==> config.mk <==
export PLATFORM = sky130hd
export DESIGN_NAME = ipml_prefetch_fifo_sync_lvl
export DESIGN_NICKNAME = d
export VERILOG_FILES = /design/src/rtl/ipml_prefetch_fifo_sync_lvl.sv
export SDC_FILE = /design/constraint.sdc
export NUM_CORES = 1
export LEC_CHECK = 0
export ABC_AREA = 1
export ABC_CLOCK_PERIOD_IN_PS = 12500
export BUFFER_PORTS_ARGS = -buffer_cell sky130_fd_sc_hd__buf_2
export CAP_MARGIN = 20
export CORE_MARGIN = 5
export CORE_UTILIZATION = 27
export CTS_CLUSTER_DIAMETER = 40
export DETAILED_ROUTE_END_ITERATION = 16
export MAX_ROUTING_LAYER = met4
export SETUP_SLACK_MARGIN = 0.3
export SLEW_MARGIN = 15
export SYNTH_ARGS = -nofsm -noshare
export SYNTH_HDL_FRONTEND = slang
export SYNTH_SLANG_ARGS = --single-unit
==> constraint.sdc <==
create_clock -name clk -period 12.5 [get_ports clk]
set_input_delay 2.5 -clock clk [delete_from_list [all_inputs] [get_ports clk]]
set_output_delay 2.5 -clock clk [all_outputs]
set_load 0.02 [all_outputs]
==> src/rtl/ipml_prefetch_fifo_sync_lvl.sv <==
// Single-clock first-word-fall-through FIFO: simple dual-port RAM with 1-cycle read
// latency feeding a 2-entry prefetch stage, with water level, thresholds and strobes.
module ipml_prefetch_fifo_sync_lvl #(
   parameter int c_DEPTH_WIDTH = 4,
   parameter int c_DATA_WIDTH  = 32,
   parameter int c_AF_LEVEL    = (1 << c_DEPTH_WIDTH) - 2,
   parameter int c_AE_LEVEL    = 1,
   parameter int c_BYPASS      = 0
) (
   input  logic                     clk,
   input  logic                     rst,
   input  logic                     flush,
   input  logic [c_DATA_WIDTH-1:0]  wr_data,
   input  logic                     wr_en,
   output logic                     wr_vld,
   output logic [c_DATA_WIDTH-1:0]  rd_data,
   input  logic                     rd_en,
   output logic                     rd_vld,
   output logic [c_DEPTH_WIDTH:0]   water_level,
   output logic                     almost_full,
   output logic                     almost_empty,
   output logic                     overflow,
   output logic                     underflow
);

   localparam int CAP = 1 << c_DEPTH_WIDTH;
   localparam int LW  = c_DEPTH_WIDTH + 1;
   localparam int PW  = c_DEPTH_WIDTH;
   localparam logic [LW-1:0] CAP_L = LW'(CAP);

   logic [c_DATA_WIDTH-1:0]  mem [CAP];
   logic [PW-1:0]            wr_ptr;
   logic [PW-1:0]            rd_ptr;
   logic [LW-1:0]            ram_cnt;
   logic                     inflight;
   logic [c_DATA_WIDTH-1:0]  ram_q;
   logic [1:0]               stg_cnt;
   logic [c_DATA_WIDTH-1:0]  stg0;
   logic [c_DATA_WIDTH-1:0]  stg1;
   logic [c_DATA_WIDTH-1:0]  s0_n;
   logic [c_DATA_WIDTH-1:0]  s1_n;
   logic [1:0]               stg_after;
   logic                     clr;
   logic                     push;
   logic                     pop;
   logic                     issue;
   logic                     byp;
   logic                     ram_wr;

   assign clr          = rst | flush;
   assign wr_vld       = (water_level != CAP_L);
   assign rd_vld       = (stg_cnt != 2'd0);
   assign rd_data      = stg0;
   assign push         = wr_en & wr_vld & ~clr;
   assign pop          = rd_en & rd_vld & ~clr;
   assign almost_full  = (int'(water_level) >= c_AF_LEVEL);
   assign almost_empty = (int'(water_level) <= c_AE_LEVEL);

   // Slots left after this cycle's pop, minus the read already in flight, gate a new read.
   assign stg_after = stg_cnt - {1'b0, pop};
   assign issue     = (ram_cnt != '0) && ((stg_after + {1'b0, inflight}) < 2'd2) && !clr;

   // Bypass masquerades as a RAM read issued this cycle, so it lands one edge later.
   assign byp    = (c_BYPASS != 0) && push && (ram_cnt == '0) && !inflight && (stg_after < 2'd2);
   assign ram_wr = push & ~byp;

   // Next prefetch contents: shift on pop, then drop the returning word behind the survivors.
   always_comb begin
      s0_n = stg0;
      s1_n = stg1;
      if (pop) begin
         s0_n = stg1;
      end
      if (inflight) begin
         if (stg_after == 2'd0) begin
            s0_n = ram_q;
         end else begin
            s1_n = ram_q;
         end
      end
   end

   // Storage array and its read register carry no reset.
   always_ff @(posedge clk) begin
      if (ram_wr) begin
         mem[wr_ptr] <= wr_data;
      end
      if (issue) begin
         ram_q <= mem[rd_ptr];
      end else if (byp) begin
         ram_q <= wr_data;
      end
   end

   // Pointers, counts, prefetch stage and strobes; flush behaves exactly like reset.
   always_ff @(posedge clk) begin
      if (clr) begin
         wr_ptr      <= '0;
         rd_ptr      <= '0;
         ram_cnt     <= '0;
         inflight    <= 1'b0;
         stg_cnt     <= 2'd0;
         stg0        <= '0;
         stg1        <= '0;
         water_level <= '0;
         overflow    <= 1'b0;
         underflow   <= 1'b0;
      end else begin
         if (ram_wr) begin
            wr_ptr <= wr_ptr + PW'(1);
         end
         if (issue) begin
            rd_ptr <= rd_ptr + PW'(1);
         end
         ram_cnt     <= ram_cnt + LW'(ram_wr) - LW'(issue);
         inflight    <= issue | byp;
         stg_cnt     <= stg_after + {1'b0, inflight};
         stg0        <= s0_n;
         stg1        <= s1_n;
         water_level <= water_level + LW'(push) - LW'(pop);
         overflow    <= wr_en & ~wr_vld;
         underflow   <= rd_en & ~rd_vld;
      end
   end

endmodule

==> out/metrics.yaml, run 1 <==
status: "completed"
drive_gt1_share_pct: 12.0
drt-vias-per-instance: 4.45
hold_end: "stg1[12]"
ys_warn_count: 0
vias: 16800
cts_buffer_depth: 3
grt_first_pass_wirelength_um: 98300
wl_um: 65300
dieHeight_um: 319
die_w_um: 319
period_share_pct: 58.2
finalSetupTns_ps: 0
critPathLaunchType: "input port"
start_util_pct: 27.2
gp_congestion: 0.736
cts_tree: "yes"
hp-class: "register to register"
post_cts_buffers: 0
power_density_mw_per_mm2: 162
grt_pass1_vias: 15700
min_path_cells: 2
end_kind: "register"
overflow: 0
maxSlewViolCount: 0
dieArea_mm2: 0.102
core_mm2: 0.0949
nFillCells: 9414
ios: 80
synthToLayoutAreaGrowth_pct: 17.9
port_buffers: 79
yosys_register_bits: 631
numCtsBuffers: 82
drtIter0Drc: 1502
rows: 113
clock-root-buffer: "clkbuf_16"
cts_sinks: 631
syn_avg_cell_area_um2: 10.9
fin_crit_ps: 7270
setup_viol: 0
netlist_area_mm2: 0.0258
cts-hold-fix-buffers: 0
final-hold-violation-count: 0
clk_pin_slew_ps: 50
wl_per_cell_um: 17.3
post_cts_resized: 0
worstMarginPinSlew_ps: 975
syn_inst: 2367
drv_cap: 0
r2r-end: "ram_cnt[4]"
fin_nets: 2494
antenna_found_initial: 16
dp_hpwl_um: 33300
htreeDepth: 3
critical_path_arrival_ps: 7760
r2r-start: "stg_cnt[1]"
multi_input_area_mm2: 0.00674
crit_required_ps: 12990
firstDrtPassIters: 5
synth.distinct_cells: 27
min-delay-start: "stg1[12]"
r2r_slack_ps: 7460
timing.hold.ws_ps: 478
reg2reg_depth: 21
ant_nets: 0
clk-insertion-delay-late_ps: 620
rsz0062_at_grt: "false"
syn_nets: 2431
grt_max_degree: 190
crit_type: "input port to register"
drc_errors: 0
crit_path_max_fanout: 77
slew_headroom_pct: 35.0
register_area_mm2: 0.0181
leakagePower_uw: 0.0111
finClkSkew_ps: 23.7
max_clock_freq_mhz: 138
track_usage_pct: 12.9
ys_seq_area_share_pct: 70.1
peakVddDrop_v: 0.0000991
kinds of logic after synthesis:
family	share of synthesized area, %
buffers and inverters	4.26
and+or+nand+nor	19.7
xor gates and xnor gates	0.136
adders and majority gates	1.37
DFF	70.1
AOI/OAI and AO/OA	4.51
cell usage after synthesis (all sizes together):
library cell    n  area share (%)
a21oi          12            0.23
buf            97             2.0
clkbuf         37            0.54
dfxtp          87             6.8
edfxtp        544              63
fa              2            0.16
ha             25             1.2
inv           116             1.7
nand2         628             9.1
nand3         236             4.6
nand4           3           0.073
nor2          342             5.0
nor3            3           0.058
o211ai         44             1.3
o21ai         153             3.0
o21bai          1           0.029
or2            33            0.80
xor2            4            0.14
layer usage:
| metal | track usage, % | part of all wire [%] | vias up |
|---|---|---|---|
| li1 | - | - | 8158 |
| met1 | 16.8 | 44 | 8010 |
| met2 | 20.1 | 46 | 514 |
| met3 | 2.76 | 6.9 | 116 |
| met4 | 4.23 | 2.7 | 0 |
| met5 | - | 0 | - |
layout make-up:
cell class / instances / share of cell area, %
Antenna cell: 10 / 0.0823
Clock buffer: 95 / 7.19
Clock inverter: 55 / 2.06
Inverter: 116 / 1.46
Multi-Input combinational cell: 1486 / 22.2
Sequential cell: 631 / 59.5
Tap cell: 1265 / 5.20
Timing Repair Buffer: 113 / 2.38
worst max-delay path, cell delays in order:
cell,delay [ps]
buf_2,110
nor2_4,90
buf_4,530
nand3_2,740
inv_2,760
ha_1,380
inv_1,80
ha_1,170
nand3_1,90
nand2_1,130
nand2_1,160
inv_1,90
buf_4,380
ha_1,310
inv_1,60
ha_1,150
inv_1,60
fa_1,440
nor2_1,130
o21bai_1,100
a21oi_1,190
nor2_1,60
worst max path at each step:
| stage | startpoint | end | slack (ps) | cells after the start |
|---|---|---|---|---|
| floorplan | flush | ram_cnt[4] | 6440 | 20 |
| global placement | flush | ram_cnt[4] | 4830 | 22 |
| detailed placement | flush | ram_cnt[4] | 4680 | 22 |
| CTS | flush | ram_cnt[4] | 5250 | 22 |
| global route | flush | ram_cnt[4] | 4730 | 22 |
| finish | flush | ram_cnt[4] | 5230 | 22 |
placed cells by master (no fill, tap or decap), drive strengths merged, types with 3 or more instances in the layout:
cell	n
a21oi	12
buf	113
bufinv	11
clkbuf	95
clkinv	30
clkinvlp	11
dfxtp	87
diode	10
edfxtp	544
ha	25
inv	119
nand2	628
nand3	236
nand4	3
nor2	342
nor3	3
o211ai	44
o21ai	153
or2	33
xor2	4
metrics by stage:
| step | area (um^2) | instances | utilization, % | total power, uW | worst slack [ps] |
|---|---|---|---|---|---|
| after detailed placement | 27500 | 3608 | 29.0 | 2590 | 4680 |
| after global placement | 27500 | 3608 | 29.0 | 2580 | 4830 |
| after global routing | 30400 | 3770 | 32.1 | 5100 | 4730 |
| after floorplan | 25800 | 2367 | - | 2510 | 6440 |
| after CTS | 30300 | 3758 | 31.9 | 4970 | 5250 |
| final | 30400 | 3771 | 32.1 | 4930 | 5230 |
report_power, final:
group / internal (uW) / switching (uW) / leakage, uW
clock network: 1490 / 895 / 0.00134
registers: 2300 / 13.1 / 0.00560
logic: 66.7 / 162 / 0.00416
total: 3860 / 1070 / 0.0111
sequential cells by signal, summed over array words and instances, names as in the netlist:
register     flops
water_level      5
stg_cnt          2
rd_data         32
rd_ptr           4
inflight         1
underflow        1
stg1            32
ram_q           32
overflow         1
wr_ptr           4
mem            512
ram_cnt          5
No activity file was read; power rests on OpenSTA's default activity.
==> run 2, diff against run 1 <==
--- a/config.mk
+++ b/config.mk
@@ -5,8 +5,8 @@
 export SDC_FILE = /design/constraint.sdc
 export NUM_CORES = 1
 export LEC_CHECK = 0
-export ABC_AREA = 1
-export ABC_CLOCK_PERIOD_IN_PS = 12500
+export ABC_AREA = 0
+export ABC_CLOCK_PERIOD_IN_PS = 7400
 export BUFFER_PORTS_ARGS = -buffer_cell sky130_fd_sc_hd__buf_2
 export CAP_MARGIN = 20
 export CORE_MARGIN = 5
==> constraint.sdc (replaced) <==
create_clock -name clk -period 7.4 [get_ports clk]
set_input_delay 1.48 -clock clk [delete_from_list [all_inputs] [get_ports clk]]
set_output_delay 1.48 -clock clk [all_outputs]
set_load 0.02 [all_outputs]
==> run 2 against run 1 <==
  * Count of clock-buffer cells in the layout grew 5
  * Sequential power grew 69%
  * Cell count shrank 30%
  * Worst hold slack lost 10 ps
  * Critical path type unchanged
  * Highest routed layer unchanged
==> out/metrics.yaml, run 2 <==
peakVddDrop_v: 0.000189
synthToLayoutAreaGrowth_pct: 20.7
yosys.area.top_type_share_pct: 68.2
port_buffers: 79
syn_avg_cell_area_um2: 18.9
finalSetupTns_ps: 0
start_util_pct: 27.2
crit_required_ps: 7850
hp-class: "register to register"
rsz0062_at_grt: "false"
finClkSkew_ps: 21.9
largest_reg_flops: 512
synthFlopType: "edfxtp_1"
syn_inst: 1270
wl_um: 55800
p_seq_share_pct: 46.1
grt_pass1_vias: 12600
rows: 109
synthArstFlopShare_pct: 0
dieArea_mm2: 0.0948
cts_buffer_depth: 3
worstMarginPinSlew_ps: 1010
wl_per_cell_um: 21.1
htreeDepth: 3
power.internal_uw: 6750
critPathLaunchType: "input port"
netlist_area_mm2: 0.0240
die_w_um: 308
core_mm2: 0.0882
p_switching_uw: 1760
regMostFlops: "mem"
dieHeight_um: 308
ys_seq_area_share_pct: 75.4
synth_commonest_cells: "544 x edfxtp_1, 128 x mux4_2, 108 x nand2_1"
fin_nets: 1459
end_kind: "register"
p_sw_share_pct: 20.7
final_cell_mix: "544 x edfxtp_1, 128 x mux4_2, 108 x nand2_1, 91 x clkbuf_16, 85 x dfxtp_1"
ios: 80
vias: 12300
syn_nets: 1334
drv_cap: 0
maxSlewViolCount: 0
post_cts_resized: 0
firstDrtPassIters: 5
setup_viol: 0
clk-insertion-delay-late_ps: 620
fin_crit_ps: 5350
final-hold-violation-count: 0
overflow: 0
drt-vias-per-instance: 4.64
synth.distinct_cells: 38
pre_cts_ws_ps: 1430
layout_commonest_cell: "edfxtp_1"
yosysTopAreaCell: "edfxtp_1"
post_cts_buffers: 0
antenna_found_initial: 18
drc_errors: 0
max_clock_freq_mhz: 187
p_comb_share_pct: 3.7
crit_path_max_fanout: 44
drive_gt1_share_pct: 27.6
drtIter0Drc: 1201
yosys_register_bits: 631
clock-root-buffer: "clkbuf_16"
numCtsBuffers: 86
synth_edf_count: 544
track_usage_pct: 12.0
slew_headroom_pct: 33.0
cts-hold-fix-buffers: 0
status: "completed"
critical_path_arrival_ps: 5800
dp_hpwl_um: 29900
yosysMostFrequentCell: "edfxtp_1"
clk_pin_slew_ps: 60
synth.area.top_cells: "edfxtp_1 68%, mux4_2 12%, dfxtp_1 7.3%"
cts_tree: "yes"
power_density_mw_per_mm2: 294
period_share_pct: 72.3
ys_warn_count: 0
grt_first_pass_wirelength_um: 83400
cts_sinks: 631
fin_util_pct: 32.8
worst_slack_ps: 2050
grt_max_degree: 65
crit_type: "input port to register"
clockPowerShare_pct: 50.2
leakagePower_uw: 0.00906
gp_congestion: 0.712
ant_nets: 0
[run 2: logic make-up (layout without fill, tap and decap cells)]
logic type	after synthesis	after routing	synth area share (%)
flip-flops	631	631	75.4
AND/OR/NAND/NOR	206	206	3.62
multiplexers	160	160	13.4
AO/OA/AOI/OAI	143	143	3.89
buffers and inverters	91	288	1.73
adder cells (fa/ha/maj)	27	27	1.47
XOR/XNOR	12	12	0.496
other	0	12	0
[run 2: through the flow]
| stage | hold WS (ps) | cells | area [um^2] | power (uW) |
|---|---|---|---|---|
| 4_1_cts | 472 | 2632 | 28900 | 8600 |
| 6_report | 467 | 2644 | 28900 | 8510 |
| 5_1_grt | 493 | 2644 | 28900 | 8790 |
| 2_1_floorplan | 448 | 1270 | 24000 | 4210 |
| 3_3_place_gp | 456 | 2472 | 25900 | 4300 |
| 3_5_place_dp | 463 | 2472 | 25900 | 4310 |
[run 2: final timing paths]
| kind | from | to | slack [ps] | cells after the start |
|---|---|---|---|---|
| max | flush | ram_cnt[4] | 2050 | 20 |
| min | stg1[11] | rd_data[11] | 470 | 2 |
| max reg2reg | stg_cnt[1] | ram_cnt[4] | 2700 | 18 |
| min reg2reg | stg1[11] | rd_data[11] | 470 | 2 |
[run 2: power groups by stage]
| stage | sequential [uW] | combinational (uW) | clock [uW] |
|---|---|---|---|
| 2_1_floorplan | 3980 | 225 | 0 |
| 3_3_place_gp | 3990 | 310 | 0 |
| 3_5_place_dp | 3990 | 320 | 0 |
| 4_1_cts | 3920 | 321 | 4360 |
| 5_1_grt | 3920 | 347 | 4520 |
| 6_report | 3920 | 314 | 4270 |
[run 2: metal layers]
layer	wire length, um	global-route usage, %	up-vias
met5	0	-	-
met1	23400	15.7	6406
met3	4590	3.24	98
li1	-	-	5341
met4	1210	3.32	0
met2	26600	18.7	430
[run 2: area by class of cell]
class,count,area [um^2]
multi-input combinational,548,5630
clock inverter,60,732
timing repair buffer,108,613
clock buffer,100,2310
fill,8294,59300
sequential,631,18100
antenna,12,30.0
inverter,20,75.1
tap,1165,1460
[run 2: critical path, stage by stage]
cell,delay [ps]
buf_2,90
nor2_2,40
buf_4,260
nand3_1,140
buf_4,380
inv_1,120
ha_1,410
inv_1,70
ha_1,180
xnor3_1,280
and3_2,730
ha_1,370
inv_1,60
ha_1,160
inv_1,60
fa_1,400
nor2b_1,200
o21bai_1,110
a21oi_1,170
nor3b_1,70
==> run 3, diff against run 2 <==
--- a/config.mk
+++ b/config.mk
@@ -6,7 +6,7 @@
 export NUM_CORES = 1
 export LEC_CHECK = 0
 export ABC_AREA = 0
-export ABC_CLOCK_PERIOD_IN_PS = 7400
+export ABC_CLOCK_PERIOD_IN_PS = 5000
 export BUFFER_PORTS_ARGS = -buffer_cell sky130_fd_sc_hd__buf_2
 export CAP_MARGIN = 20
 export CORE_MARGIN = 5
==> constraint.sdc (replaced) <==
create_clock -name clk -period 5 [get_ports clk]
set_input_delay 1 -clock clk [delete_from_list [all_inputs] [get_ports clk]]
set_output_delay 1 -clock clk [all_outputs]
set_load 0.02 [all_outputs]
==> run 3 against run 2 <==
  * Non-clock buffer count grew 8
  * Die area is the same
  * Core utilization grew 0.10 points
  * First-iteration DRC count shrank 7.7%
  * Total power grew 47%
  * Worst hold slack lost 2.8 ps
  * Critical path type is now register to register
  * Critical endpoint unchanged
  * Highest routed layer unchanged
==> out/metrics.yaml, run 3 (synthesized netlist as in run 2, its figures left out) <==
status: "completed"
min_path_cells: 2
die_w_um: 308
port_buffers: 79
largest_reg_flops: 512
period_share_pct: 70.1
post_cts_buffers: 0
leakagePower_uw: 0.00914
dieArea_mm2: 0.0948
finClkSkew_ps: 24.0
clockPowerShare_pct: 49.9
dieHeight_um: 308
p_switching_uw: 2640
cts_sinks: 631
worstMarginPinSlew_ps: 1010
final_cell_mix: "544 x edfxtp_1, 128 x mux4_2, 108 x nand2_1, 92 x clkbuf_16, 85 x dfxtp_1"
min-delay-start: "stg1[19]"
pre_cts_ws_ps: 924
critPathLaunchType: "register"
synthToLayoutAreaGrowth_pct: 21.1
grt_first_pass_wirelength_um: 80600
wl_um: 53600
clk-insertion-delay-late_ps: 620
regMostFlops: "mem"
max_clock_freq_mhz: 285
layout_commonest_cell: "edfxtp_1"
dr_wl_met3_um: 3800
cts_tree: "yes"
p_sw_share_pct: 21.1
core_mm2: 0.0882
p_comb_share_pct: 3.8
cts_buffer_depth: 3
p_seq_share_pct: 46.2
reg2reg_depth: 17
numCtsBuffers: 86
nFillCells: 8264
grt_max_degree: 81
final-hold-violation-count: 0
drv_cap: 0
overflow: 0
met2WireLength_um: 25000
drive_gt1_share_pct: 28.5
clk_pin_slew_ps: 50
htreeDepth: 3
drtIter0Drc: 1108
fin_nets: 1467
r2r-start: "stg_cnt[1]"
crit_type: "register to register"
fin_util_pct: 32.9
crit_path_max_fanout: 6
track_usage_pct: 11.5
post_cts_resized: 0
peakVddDrop_v: 0.000273
grt_pass1_vias: 12400
power_density_mw_per_mm2: 432
finalSetupTns_ps: 0
power.internal_uw: 9890
gp_congestion: 0.700
hp-class: "register to register"
maxSlewViolCount: 0
crit_required_ps: 5450
firstDrtPassIters: 5
vias: 12100
top_layer: "met4"
clock-root-buffer: "clkbuf_16"
dp_hpwl_um: 30000
ios: 80
start_util_pct: 27.2
antenna_found_initial: 15
drt-vias-per-instance: 4.57
rows: 109
ant_nets: 0
fin_crit_ps: 3500
met1_length_um: 23700
rsz0062_at_grt: "false"
setup_viol: 0
drc_errors: 0
slew_headroom_pct: 32.5
end_kind: "register"
critical_path_arrival_ps: 3950
wl_per_cell_um: 20.3
cts-hold-fix-buffers: 0
cp-startpoint: "stg_cnt[1]"
worst_slack_ps: 1500
==> run 3: cell types whose count changed in the layout (fill, tap and decap cells not counted), sizes merged <==
| cell | delta |
|---|---|
| inv | +7 |
| clkbuf | +7 |
| clkinvlp | -3 |
| clkinv | -7 |
| diode | -3 |
| bufinv | -5 |
| buf | +8 |
==> run 3: power by group through the flow <==
stage                     clock network (uW)  logic, uW  registers (uW)
after global routing                    6630        534            5800
after floorplan                            0        333            5890
after global placement                     0        475            5900
after detailed placement                   0        486            5900
after CTS                               6380        488            5790
final                                   6260        481            5790
==> run 3: worst max-delay path: stages (launching register included) <==
cell      delay [ps]
dfxtp_1          330
or2_2            300
nand3_1          110
inv_1             70
ha_1             360
inv_1             60
ha_1             180
xnor3_1          260
and3_2           250
ha_1             270
inv_1             60
ha_1             160
inv_1             60
fa_1             400
nor2b_1          160
o21bai_1         100
a21oi_1          150
nor3b_1           60
==> run 3: routing by layer <==
metal	up-vias	GRT usage [%]
li1	5365	-
met4	0	2.73
met2	335	17.5
met5	-	-
met3	97	3.46
met1	6312	15.4
==> run 3: layout make-up <==
class                      count  area (um^2)  share of cell area, %
antenna                        9         22.5                 0.0776
clock buffer                 107         2420                   8.33
clock inverter                52          622                   2.14
inverter                      20         75.1                  0.259
multi-input combinational    548         5620                   19.4
sequential                   631        18100                   62.3
tap                         1165         1460                   5.02
timing repair buffer         116          723                   2.49
==> run 3: metrics by stage <==
step | total power, uW | std cells | hold slack [ps] | area (um^2)
final | 12500 | 2648 | 465 | 29000
after global routing | 13000 | 2647 | 489 | 29000
after CTS | 12700 | 2638 | 466 | 29000
after detailed placement | 6390 | 2479 | 462 | 25900
after global placement | 6380 | 2479 | 457 | 25900
after floorplan | 6230 | 1270 | 448 | 24000
==> run 3: final timing paths <==
path	to	slack, ps
worst max-delay path	ram_cnt[4]	1500
worst min-delay path	rd_data[19]	460
worst max register to register	ram_cnt[4]	1500
worst min register to register	rd_data[19]	460
